### src/rtl/count_ctrl.sv
// -----------------------------------------------------------------------------
// count_ctrl
//
// Sequencer for the up-counter datapath. It owns the count register and runs
// a programmable run of `limit` ticks. One tick occurs every `prescale`+1
// clock cycles. Progress is reported on `busy`, on `count` and on a one-cycle
// `done` pulse.
//
// Optional feature: define COUNT_CTRL_AUTORELOAD_EN to make DONE restart the
// run automatically with the latched limit/prescale. This produces a periodic
// `done`. `stop` ends the sequence. When the macro is not defined, DONE always
// returns to IDLE.
//
// Ports:
//   clk       rising-edge clock
//   rst_n     asynchronous active-low reset
//   start     request to begin a run (level-sampled, honoured in IDLE only)
//   stop      abort request (wins over start and over a tick)
//   limit     terminal count, latched on an accepted start
//   prescale  tick divider P, latched on an accepted start
//   busy      high in RUN and DONE
//   done      one-cycle pulse, decode of the DONE state
//   count     current count register
// -----------------------------------------------------------------------------
module count_ctrl #(
  parameter int WIDTH      = 8,
  parameter int PRESCALE_W = 4
) (
  input  logic                  clk,
  input  logic                  rst_n,
  input  logic                  start,
  input  logic                  stop,
  input  logic [WIDTH-1:0]      limit,
  input  logic [PRESCALE_W-1:0] prescale,
  output logic                  busy,
  output logic                  done,
  output logic [WIDTH-1:0]      count
);

  typedef enum logic [1:0] {
    IDLE = 2'd0,
    RUN  = 2'd1,
    DONE = 2'd2
  } state_t;

  localparam logic [WIDTH-1:0]      COUNT_ONE = WIDTH'(1);
  localparam logic [PRESCALE_W-1:0] PC_ONE    = PRESCALE_W'(1);

  state_t                state;
  logic [PRESCALE_W-1:0] pc;
  logic [WIDTH-1:0]      limit_q;
  logic [PRESCALE_W-1:0] prescale_q;

  always_ff @(posedge clk or negedge rst_n) begin
    if (!rst_n) begin
      state      <= IDLE;
      count      <= '0;
      pc         <= '0;
      limit_q    <= '0;
      prescale_q <= '0;
    end else begin
      case (state)
        IDLE: begin
          // The count from the previous run stays visible while idle.
          if (start && !stop) begin
            limit_q    <= limit;
            prescale_q <= prescale;
            count      <= '0;
            pc         <= '0;
            state      <= (limit == '0) ? DONE : RUN;
          end
        end

        RUN: begin
          if (stop) begin
            state <= IDLE;          // count and pc freeze where they are
          end else if (pc == prescale_q) begin
            pc    <= '0;
            count <= count + COUNT_ONE;
            // count < limit_q here, so count+1 cannot wrap
            if (count + COUNT_ONE == limit_q) begin
              state <= DONE;
            end
          end else begin
            pc <= pc + PC_ONE;
          end
        end

        DONE: begin
`ifdef COUNT_CTRL_AUTORELOAD_EN
          if (stop) begin
            state <= IDLE;
          end else if (limit_q == '0) begin
            state <= DONE;          // zero-length period: done held high
          end else begin
            count <= '0;
            pc    <= '0;
            state <= RUN;
          end
`else
          state <= IDLE;
`endif
        end

        default: begin
          state <= IDLE;
        end
      endcase
    end
  end

  // Both outputs are pure decodes of the state register.
  assign busy = (state != IDLE);
  assign done = (state == DONE);

endmodule

### config.mk
export PLATFORM = sky130hd
export DESIGN_NAME = count_ctrl
export DESIGN_NICKNAME = d
export VERILOG_FILES = /design/src/rtl/count_ctrl.sv
export SDC_FILE = /design/constraint.sdc
export NUM_CORES = 1
export LEC_CHECK = 0
export BUFFER_PORTS_ARGS = -buffer_cell sky130_fd_sc_hd__buf_4
export CORE_MARGIN = 5
export CORE_UTILIZATION = 30
export DETAILED_ROUTE_END_ITERATION = 7
export PLACE_DENSITY_LB_ADDON = 0.05
export RECOVER_POWER = 25
export SLEW_MARGIN = 20
export SYNTH_ARGS = -nofsm -noshare
export SYNTH_HDL_FRONTEND = slang
export SYNTH_SLANG_ARGS = --single-unit
export TNS_END_PERCENT = 10
### constraint.sdc
create_clock -name clk -period 2.1 [get_ports clk]
set_input_delay 0.315 -clock clk [delete_from_list [all_inputs] [get_ports clk]]
set_output_delay 0.315 -clock clk [all_outputs]
set_load 0.01 [all_outputs]
# Word level (Yosys, flattened, before mapping)
# Index checks and enable logic that the tools add are counted.
[op_classes]
add_sub_neg = 2
n_eq_ne = 9
n_mux = 14
n_reduce_logical = 10
[op_table]
columns = ["op", "n"]
rows = [
  ["two-way mux 8 bit", 3],
  ["case mux 8 bit (2 select lines)", 1],
  ["two-way mux 4 bit", 3],
  ["two-way mux 2 bit", 5],
  ["adder 8 x 1 -> 8 bit, second input constant", 1],
  ["equality test 8 bit", 1],
  ["logical NOT 8 bit", 1],
  ["case mux 4 bit (2 select lines)", 1],
  ["inequality test 2 bit, second input constant", 3],
  ["inequality test 3 bit, second input constant", 2],
  ["AND reduction 3 bit", 2],
  ["adder 4 x 1 -> 4 bit, second input constant", 1],
  ["equality test 4 bit", 1],
  ["case mux 2 bit (2 select lines)", 1],
  ["AND reduction 4 bit", 1],
  ["nonzero test 2 bit", 2],
  ["equality test 2 x 1 -> 1 bit, second input constant", 1],
  ["equality test 2 bit, second input constant", 1],
  ["logical NOT 2 bit", 1],
  ["AND reduction 2 bit", 1],
  ["logical AND 1 bit", 1],
  ["logical NOT 1 bit", 1],
]
[totals]
regBits = 26
in_bits = 16
out_inout_bits = 10
wordCells = 40

# Longest topological paths before layout
[depth]
word_depth = 6
ltp_mapped = 6
ltp_nobuf = 6

# Worst setup path before layout
# OpenSTA, ideal clock, no wires.
[synth_timing]
path_type = "register to register"
from = "register count[0]"
to = "register state[0]"
setup_time_ns = 0.124
t_arrival_ns = 1.775
required_ns = 1.976
path_slack_ns = 0.201
path_stages_with_launch = 7
path_buffers = 0
synth_period_minus_slack_ns = 1.899
path_cell_list = "dfrtp_1 ha_1 and3_2 nand3_1 a2111oi_2 a31oi_1 a211o_1"
[synth_via]
elab_chain_cells = 4
[synth_rtl]
columns = ["element", "line", "text"]
rows = [
  ["start: declaration", "37", "output logic [WIDTH-1:0] count"],
  ["start signal: assignment", "79", "count <= count + COUNT_ONE;"],
  ["adder 8 x 1 -> 8 bit", "81", "if (count + COUNT_ONE == limit_q) begin"],
  ["equality test 8 bit", "81", ""],
  ["inequality test 3 bit (no source line)", "--", ""],
  ["AND reduction 3 bit (no source line)", "--", ""],
  ["end signal: assignment", "70", "state <= (limit == '0) ? DONE : RUN;"],
  ["end: declaration", "49", "state_t state;"],
]
# No other way between the ends.
# A chain may end at the register's enable or synchronous reset.

# Worst setup path in the final report
[layout_timing]
from = "register count[1]"
to = "register state[0]"
# The elaborated chain is that of the path after synthesis.

==> flow_summary.json <==
{
  "htree_levels": 1,
  "ir_worst_vdd_mv": 0.451,
  "whs_ns": 0.246,
  "io_buffers": 25,
  "clockBufferDepth": 2,
  "holdPathStages": 3,
  "grt_usage_pct": 12.1,
  "setup_ws_ns": 0.121,
  "yosysUniqueCellTypes": 38,
  "cts_made_buffers": 3,
  "vias": 1205,
  "clock_sinks": 26,
  "final.period_utilization_pct": 94.2,
  "yosys.area.top_type_share_pct": 43.8,
  "power_uw": 2130,
  "hold_viol_final": 0,
  "syn_avg_cell_area_um2": 10.5,
  "maxCapViolCount": 0,
  "netlist_instances": 142,
  "fmax_mhz": 505,
  "grt_setup_unrepaired": "no",
  "startpoint_type": "register",
  "synth-seq-cells": 26,
  "synth-main-ff-cell": "dfrtp_1",
  "synth_nets": 160,
  "arrival_ns": 2.14,
  "power_density_mw_per_mm2": 1170,
  "postPlaceCellArea_mm2": 0.00177,
  "outcome": "complete, no violations",
  "cts_tree": "built",
  "dieArea_mm2": 0.00646,
  "rows": 25,
  "drt_iter0_markers": 111,
  "drt-vias-per-instance": 5.00,
  "ios": 26,
  "clk_latency_ns": 0.28,
  "worst_pin_slew_ns": 0.682,
  "yosysWarnings": 0,
  "synthTopCellsByArea": "dfrtp_1 44%, mux2_2 8.3%, xnor2_1 6.5%",
  "clk_pin_slew_ns": 0.10,
  "slew_viol_final": 0,
  "drt-wirelength-per-cell_um": 14.6,
  "dp_hpwl_um": 2650,
  "place_ws_ns": 0.135,
  "ff2ff_path_depth": 6,
  "die_h_um": 80.4,
  "grt_first_pass_wirelength_um": 5910,
  "endpoint_kind": "register",
  "grt_pass1_vias": 1189,
  "diodes": 0,
  "grt_max_degree": 27,
  "power_leakage_uw": 0.000754,
  "crit_type": "register to register",
  "syn2layout_area_growth_pct": 23.1,
  "fin_tns_setup_ns": 0,
  "cts_setup_buffers": 0,
  "drive_gt1_share_pct": 31.6,
  "path_max_fanout": 5,
  "ys_seq_area_share_pct": 43.8,
  "core_mm2": 0.00475,
  "design_area_mm2": 0.00183,
  "hold_path_class": "input port to register",
  "netlist_area_mm2": 0.00149,
  "yosys.area.top_type": "dfrtp_1",
  "die_x_um": 80.4,
  "fin_nets": 193,
  "synthArstFlopShare_pct": 100,
  "fin_skew_ns": 0.00842,
  "setup_violations": 0,
  "routed_wl_um": 3530,
  "place_congestion": 0.752,
  "drtPass1Iterations": 4,
  "cts_root_buf": "clkbuf_8",
  "ant_nets": 0,
  "synth-edff-count": 0,
  "overflow": 0,
  "slew_headroom_pct": 54.5,
  "ctsResizeCount": 0,
  "antenna_found_initial": 0,
  "start_util_pct": 31.2,
  "required_ns": 2.27,
  "drc": 0,
  "period_needed_ns": 1.98
}
==> cell families after synthesis <==
family,count (synthesis),share of synthesized area (%)
flops,26,43.8
fa+ha+maj,2,1.68
buf+inv,5,2.44
xor+xnor,16,9.44
simple gates,51,20.5
compound gates,31,13.8
mux,11,8.34
==> final timing paths <==
path / start / to / slack [ns]
max in group asynchronous: rst_n / state[1] / 1.05
min in group asynchronous: rst_n / count[3] / 0.60
hold / removal: limit[5] / limit_q[5] / 0.25
setup / recovery: count[1] / state[0] / 0.12
hold reg to reg: prescale_q[1] / prescale_q[1] / 0.53
setup reg to reg: count[1] / state[0] / 0.12
==> worst max-delay path, cell delays in order (launching register included) <==
cell and delay, ns:
dfrtp_1 0.42, ha_1 0.28, and3_2 0.25, nand3_1 0.15, a2111oi_2 0.32, a31oi_1 0.16
a211o_1 0.28
==> per-stage QoR <==
step / util [%] / cells
floorplan: - / 142
global placement: 37.1 / 236
detailed placement: 37.1 / 236
CTS: 38.5 / 241
global route: 38.4 / 241
finish: 38.4 / 241
==> what timing repair did <==
action                                 in CTS  in global routing
setup endpoints to repair                   0                  0
hold buffers                                1                  0
endpoints found under the hold margin      26                  0
==> cell type report <==
type                    instances  area [um^2]
fillers                       495         2930
multi-input cells             111          798
flip-flops and latches         26          651
repair buffers                 31          233
well taps                      67         83.8
clock buffers                   4         55.1
inverters                       2         7.51
==> layout by cell type (no fill, tap or decap), types with 4 or more instances in the layout <==
cell      instances
nor2_1            6
clkbuf_8          4
o21ai_0          13
nand3_1           7
nand2b_1          4
nand2_1          13
buf_4            29
o31ai_1           4
dfrtp_1          26
xnor2_1          11
mux2_2           11
xor2_1            5
nor3_1            5
==> registers in the layout, summed over array words and instances, names as in the netlist <==
name,count
prescale_q,4
limit_q,8
state,2
count,8
pc,4
==> layer usage <==
layer	wire, um	track usage (%)	up-vias
met5	0	0	-
met1	1820	17.2	587
met2	1510	18.0	32
li1	-	-	582
met4	31	4.05	0
met3	170	2.69	4
==> cells in the mapped netlist, types with 2 or more instances <==
| cell type | count |
|---|---|
| a21oi_1 | 2 |
| a31oi_1 | 2 |
| dfrtp_1 | 26 |
| ha_1 | 2 |
| inv_1 | 2 |
| mux2_2 | 11 |
| nand2_1 | 13 |
| nand2b_1 | 4 |
| nand3_1 | 7 |
| nor2_1 | 6 |
| nor2b_1 | 2 |
| nor3_1 | 5 |
| nor4_1 | 2 |
| nor4b_2 | 2 |
| o21a_1 | 2 |
| o21ai_0 | 13 |
| o31ai_1 | 4 |
| or2_2 | 2 |
| or3_1 | 2 |
| xnor2_1 | 11 |
| xor2_1 | 5 |
==> where the power goes <==
part	leakage [uW]	switching (uW)	internal (uW)
Clock	0.0000288	171	168
Sequential	0.000331	193	680
Combinational	0.000394	441	479
Power figures use the tool's default switching activity.
